`config.mk`:
```
export PLATFORM = sky130hd
export DESIGN_NAME = rom_load_ctrl
export DESIGN_NICKNAME = d
export VERILOG_FILES = /design/src/rtl/rom_load_ctrl.sv
export SDC_FILE = /design/constraint.sdc
export NUM_CORES = 1
export LEC_CHECK = 0
export BUFFER_PORTS_ARGS = -buffer_cell sky130_fd_sc_hd__clkbuf_2
export CORE_UTILIZATION = 39
export DETAILED_ROUTE_END_ITERATION = 16
export PLACE_DENSITY = 0.69
export RECOVER_POWER = 50
export REMOVE_ABC_BUFFERS = 1
export SLEW_MARGIN = 20
export SYNTH_ARGS = -nofsm -noshare
export SYNTH_HDL_FRONTEND = slang
export SYNTH_SLANG_ARGS = --single-unit
export TNS_END_PERCENT = 1
```
`constraint.sdc`:
```
create_clock -name clk_sys -period 5.6 [get_ports clk_sys]
set_input_delay 1.68 -clock clk_sys [delete_from_list [all_inputs] [get_ports clk_sys]]
set_output_delay 1.68 -clock clk_sys [all_outputs]
set_load 0.1 [all_outputs]
```
`src/rtl/rom_load_ctrl.sv`:
```
// rom_load_ctrl: packs HPS loader bytes into 16-bit ROM words over a req/ack
// handshake and holds the game core in reset around every download.
module rom_load_ctrl #(
    parameter int unsigned ADDR_W     = 24,
    parameter int unsigned ROM_BYTES  = 32'h0004_0000,
    parameter int unsigned RESET_HOLD = 255
) (
    input  logic              clk_sys,
    input  logic              reset,
    input  logic              ioctl_download,
    input  logic [7:0]        ioctl_index,
    input  logic              ioctl_wr,
    input  logic [24:0]       ioctl_addr,
    input  logic [7:0]        ioctl_dout,
    output logic              ioctl_wait,
    output logic              mem_req,
    output logic [ADDR_W-2:0] mem_addr,
    output logic [15:0]       mem_din,
    output logic [1:0]        mem_be,
    input  logic              mem_ack,
    output logic              core_reset,
    output logic              load_done
);
    localparam int unsigned WA_W  = ADDR_W - 1;
    localparam int unsigned CNT_W = 16;
    localparam logic [CNT_W-1:0] HOLD_INIT = CNT_W'(RESET_HOLD - 1);

    typedef enum logic [2:0] {
        S_IDLE,
        S_COLLECT,
        S_ISSUE,
        S_FLUSH,
        S_HOLD,
        S_RUN
    } state_t;

    state_t           state_q, state_d;
    logic             dl_q, dl_d;
    logic [7:0]       lo_q, lo_d;
    logic [WA_W-1:0]  lo_addr_q, lo_addr_d;
    logic             lo_valid_q, lo_valid_d;
    logic [WA_W-1:0]  addr_q, addr_d;
    logic [15:0]      din_q, din_d;
    logic [1:0]       be_q, be_d;
    logic [CNT_W-1:0] cnt_q, cnt_d;
    logic             fall_pend_q, fall_pend_d;
    logic             mem_req_q, mem_req_d;
    logic             core_reset_q, core_reset_d;
    logic             load_done_q, load_done_d;

    logic             dl_rise_c, dl_fall_c, wr_ok_c;
    logic [WA_W-1:0]  waddr_c;

    assign dl_rise_c = ioctl_download & ~dl_q;
    assign dl_fall_c = ~ioctl_download & dl_q;
    assign wr_ok_c   = ioctl_wr && (ioctl_index == 8'd0) && (32'(ioctl_addr) < ROM_BYTES);
    assign waddr_c   = ioctl_addr[ADDR_W-1:1];

    // Next-state, byte packing and registered-output decode.
    always_comb begin
        state_d     = state_q;
        dl_d        = ioctl_download;
        lo_d        = lo_q;
        lo_addr_d   = lo_addr_q;
        lo_valid_d  = lo_valid_q;
        addr_d      = addr_q;
        din_d       = din_q;
        be_d        = be_q;
        cnt_d       = cnt_q;
        fall_pend_d = fall_pend_q;

        unique case (state_q)
            S_IDLE: begin
                if (dl_rise_c) state_d = S_COLLECT;
            end
            S_COLLECT: begin
                if (wr_ok_c) begin
                    if (!ioctl_addr[0]) begin
                        if (lo_valid_q) begin
                            addr_d  = lo_addr_q;
                            din_d   = {8'h00, lo_q};
                            be_d    = 2'b01;
                            state_d = S_ISSUE;
                        end
                        lo_d       = ioctl_dout;
                        lo_addr_d  = waddr_c;
                        lo_valid_d = 1'b1;
                    end else begin
                        if (lo_valid_q && (lo_addr_q == waddr_c)) begin
                            din_d      = {ioctl_dout, lo_q};
                            be_d       = 2'b11;
                            lo_valid_d = 1'b0;
                        end else begin
                            din_d = {ioctl_dout, 8'h00};
                            be_d  = 2'b10;
                        end
                        addr_d  = waddr_c;
                        state_d = S_ISSUE;
                    end
                end
                if (dl_fall_c) begin
                    if (state_d == S_ISSUE) fall_pend_d = 1'b1;
                    else if (lo_valid_d)    state_d     = S_FLUSH;
                    else                    state_d     = S_HOLD;
                end
            end
            S_ISSUE: begin
                if (dl_fall_c) fall_pend_d = 1'b1;
                if (mem_ack) begin
                    fall_pend_d = 1'b0;
                    if (fall_pend_q || dl_fall_c) state_d = lo_valid_q ? S_FLUSH : S_HOLD;
                    else                          state_d = S_COLLECT;
                end
            end
            S_FLUSH: begin
                if (mem_ack) state_d = S_HOLD;
            end
            S_HOLD: begin
                if (dl_rise_c)          state_d = S_COLLECT;
                else if (cnt_q == '0)   state_d = S_RUN;
                else                    cnt_d   = cnt_q - CNT_W'(1);
            end
            S_RUN: begin
                if (dl_rise_c) state_d = S_COLLECT;
            end
            default: state_d = S_IDLE;
        endcase

        // Entry actions shared by every path into FLUSH and HOLD.
        if ((state_d == S_FLUSH) && (state_q != S_FLUSH)) begin
            addr_d     = lo_addr_d;
            din_d      = {8'h00, lo_d};
            be_d       = 2'b01;
            lo_valid_d = 1'b0;
        end
        if ((state_d == S_HOLD) && (state_q != S_HOLD)) cnt_d = HOLD_INIT;
        if (dl_rise_c && ((state_q == S_HOLD) || (state_q == S_RUN))) cnt_d = '0;

        mem_req_d    = (state_d == S_ISSUE) || (state_d == S_FLUSH);
        core_reset_d = (state_d != S_RUN);
        load_done_d  = (state_d == S_RUN);
    end

    always_ff @(posedge clk_sys) begin
        if (reset) begin
            state_q      <= S_IDLE;
            dl_q         <= 1'b0;
            lo_q         <= '0;
            lo_addr_q    <= '0;
            lo_valid_q   <= 1'b0;
            addr_q       <= '0;
            din_q        <= '0;
            be_q         <= '0;
            cnt_q        <= '0;
            fall_pend_q  <= 1'b0;
            mem_req_q    <= 1'b0;
            core_reset_q <= 1'b1;
            load_done_q  <= 1'b0;
        end else begin
            state_q      <= state_d;
            dl_q         <= dl_d;
            lo_q         <= lo_d;
            lo_addr_q    <= lo_addr_d;
            lo_valid_q   <= lo_valid_d;
            addr_q       <= addr_d;
            din_q        <= din_d;
            be_q         <= be_d;
            cnt_q        <= cnt_d;
            fall_pend_q  <= fall_pend_d;
            mem_req_q    <= mem_req_d;
            core_reset_q <= core_reset_d;
            load_done_q  <= load_done_d;
        end
    end

    assign mem_req    = mem_req_q;
    assign ioctl_wait = mem_req_q;
    assign mem_addr   = addr_q;
    assign mem_din    = din_q;
    assign mem_be     = be_q;
    assign core_reset = core_reset_q;
    assign load_done  = load_done_q;

endmodule

```
==> summary.md <==
| Metric | Value |
|---|---|
| Dominant synthesized flop cell | dfxtp_1 |
| Main combinational cell family by area after synthesis | simple AND/OR/NAND/NOR gates |
| Max Cap Viol | 0 |
| Cells after Synth | 607 |
| Hold_buf cts | 0 |
| Data required, critical path | 5810 ps |
| Mux cell area share after synthesis | 0.0142 |
| Htree depth | 3 |
| Syn_area_per_cell | 8.14 um^2 |
| WHS | 456 ps |
| FF+latch count, synth | 97 |
| Reg power frac | 0.480 |
| Simple-Gate Fraction of Synth Area | 0.235 |
| Final global-route overflow total | 0 |
| EDFF count, synth | 0 |
| P_sw | 0.351 mW |
| Maximum vdd drop | 111 uV |
| Async SR Flop Fraction | 0 |
| Final Max Tran Viols | 0 |
| Global-route wire length before repair | 21.4 mm |
| Status | completed |
| Unrepaired setup endpoints after global routing | false |
| First-pass detailed-route iteration total | 5 |
| Post-CTS sizing | 0 |
| Clock Pin Slew Worst Setup and Hold Paths | 70 ps |
| Synth top cells by count | dfxtp_1, nand2_1, a21oi_1 |
| Syn. warnings | 0 |
| Post-synth cell types | 52 |
| Cell family with most CP delay | simple AND/OR/NAND/NOR gates |
| Worst-path cell chain | clkbuf_1 -> or4_1 -> or4_1 -> or2_0 -> and3_1 -> o211ai_4 -> o221ai_1 |
| Critical Path Stages | 7 |
| Total die area | 13100 um^2 |
| Die W | 115 um |
| Crit path capture type | register |
| Global placement routability congestion | 0.820 |
| Longest Clk Path Bufs | 2 |
| Yosys top cell area share | 0.393 |
| HPWL after DPL | 8.75 mm |
| Post-Route WL | 13.0 mm |
| Synth Area in Adders | 0.00506 |
| Worst Setup Path Type | in2reg |
| Ant. Diodes | 0 |
| CP max FO | 17 |
| Setup TNS | 0 ps |
| Iter 0 DRT Violations | 215 |
| CP most frequent cell | or4_1 |
| Initial antenna violation count | 0 |
| Arr. time, crit path | 4820 ps |
| Cell with the most instances after synthesis | dfxtp_1 |
| Sequential area share after synthesis | 0.393 |
| CORE AREA | 12200 um^2 |
| Setup-failing EPs final | 0 |
| Tmin final | 4620 ps |
| Combinational Power Share | 0.079 |
| Reg2Reg Depth | 6 |
| Num CTS Buffers | 9 |
| Port Buf Inserts | 90 |
| Via count | 4610 |
| Critical-path top delay cell | or4_1 |
| Drc violations | 0 |
| Routed Antenna Nets | 0 |
| Clock share of power | 0.440 |
| Power Dens Cells | 254 nW/um^2 |
| Switch share | 0.241 |
| CTS tree | done |
| Total GRT Usage | 0.207 |
| CP Buf/Inv Count | 1 |
| Clock Root Buffer | clkbuf_16 |
| Leak | 2.09 nW |
| Vert. Die Dim | 115 um |
| CP max stage delay | 690 ps |
| P_int | 1.10 mW |
| Final period util | 0.824 |
| Worst-skew pair later-pin latency | 350 ps |
| Share of layout cells above drive strength 1 | 0.128 |
| FMAX | 217 MHz |
| Final nets | 723 |
| Hold Fails Final Rpt | 0 |
| Post-route cell area | 5710 um^2 |
| Area grow syn2layout | 15.6% |
| Drt wl/cell | 15.3 um |
| Setup bufs post-CTS | 0 |
| Ports | 91 |
| Worst Hold Class | reg2reg |
| Row count | 40 |
| Vias in the first global route | 4391 |
| Crit start category | input pin |
| Starting density of the core | 0.406 |
| Synth area leaders | dfxtp_1, nand2_1, a21oi_1 |
| Mapped cell area | 4940 um^2 |
| Worst-Margin Slew | 1210 ps |
| Largest net degree at the start of global routing | 83 |
| Worst clock skew | 10.4 ps |
| WHS Path Cells | 2 |
| Num Clock Sinks | 97 |
| Max_slew headroom | 0.200 |
| Routed vias/inst | 5.44 |
| XOR/XNOR share of the synthesized area | 0.0656 |
| Cell area after placement | 5480 um^2 |
| Biggest area consumer among synthesized cells | dfxtp_1 |
| Compound-Gate Fraction of Synth Area | 0.218 |
-- layer usage --
metal,global-route usage,wire (um),up-vias
met5,0,0,-
met4,0.0909,323,0
met2,0.340,6100,148
met1,0.266,5820,2148
li1,-,-,2290
met3,0.0365,755,24
-- final cells by class --
| class | count | area, um^2 |
|---|---|---|
| Sequential cell | 97 | 1940 |
| Timing Repair Buffer | 99 | 457 |
| Clock buffer | 12 | 256 |
| Clock inverter | 4 | 51.3 |
| Fill cell | 1220 | 6450 |
| Tap cell | 168 | 210 |
| Inverter | 41 | 154 |
| Multi-Input combinational cell | 427 | 2640 |
-- worst reg2reg max path: stages, from the launching register on --
cell and delay, ps:
dfxtp_1 630, o21ai_1 580, or2_0 510, nand3_1 610, a31oi_2 350, buf_4 310, o221ai_1 180
-- final timing paths --
kind	startpoint	to	slack (ps)
setup / recovery	ioctl_addr[22]	mem_addr[15]	980
hold / removal	mem_din[12]	mem_din[12]	460
setup reg to reg	lo_valid_q	mem_addr[11]	2280
hold reg to reg	mem_din[12]	mem_din[12]	460
-- cell usage in the layout (no fill, tap or decap), types with 6 or more instances in the layout --
cell / instances
dfxtp_1: 97
nand2_1: 87
a21oi_1: 58
clkbuf_1: 48
clkbuf_2: 44
inv_1: 40
nor3_1: 26
nor2_1: 25
xor2_1: 25
nor2b_1: 21
o21ai_0: 18
a41oi_1: 17
nand3_1: 14
nor4_1: 14
xnor2_1: 12
nand4_1: 10
o221ai_2: 10
o21ai_1: 9
clkbuf_16: 9
and3_1: 8
a41o_1: 8
buf_4: 8
mux2i_1: 7
o221ai_1: 7
or4_1: 6
-- power groups by stage --
stage | Clock (mW) | Combinational [mW] | Sequential [mW]
2_1_floorplan | 0 | 0.0575 | 0.713
3_5_place_dp | 0 | 0.115 | 0.713
6_report | 0.639 | 0.115 | 0.698
4_1_cts | 0.651 | 0.115 | 0.697
3_3_place_gp | 0 | 0.113 | 0.713
5_1_grt | 0.680 | 0.126 | 0.698
-- stage by stage --
stage | cells | utilization | total power, mW | worst slack, ps
floorplan | 565 | - | 0.771 | 641
global placement | 832 | 0.451 | 0.826 | 966
detailed placement | 832 | 0.451 | 0.828 | 879
CTS | 848 | 0.476 | 1.46 | 1240
global route | 848 | 0.470 | 1.50 | 802
finish | 848 | 0.470 | 1.45 | 983
-- flip-flops by register name (all words and copies together), names as in the netlist --
signal / count
lo_addr_q: 23
mem_addr: 23
cnt_q: 16
mem_din: 16
lo_q: 8
state_q: 3
mem_be: 2
core_reset: 1
dl_q: 1
fall_pend_q: 1
ioctl_wait: 1
lo_valid_q: 1
load_done: 1
-- kinds of logic (layout without fill, tap and decap cells) --
family,Yosys count,after routing
buffers and inverters,83,156
flip-flops,97,97
adder cells (fa/ha/maj),2,2
AO/OA/AOI/OAI,150,150
AND/OR/NAND/NOR,231,231
XOR/XNOR,37,37
multiplexers,7,7
Note: power is estimated with default switching activity, not from simulation.
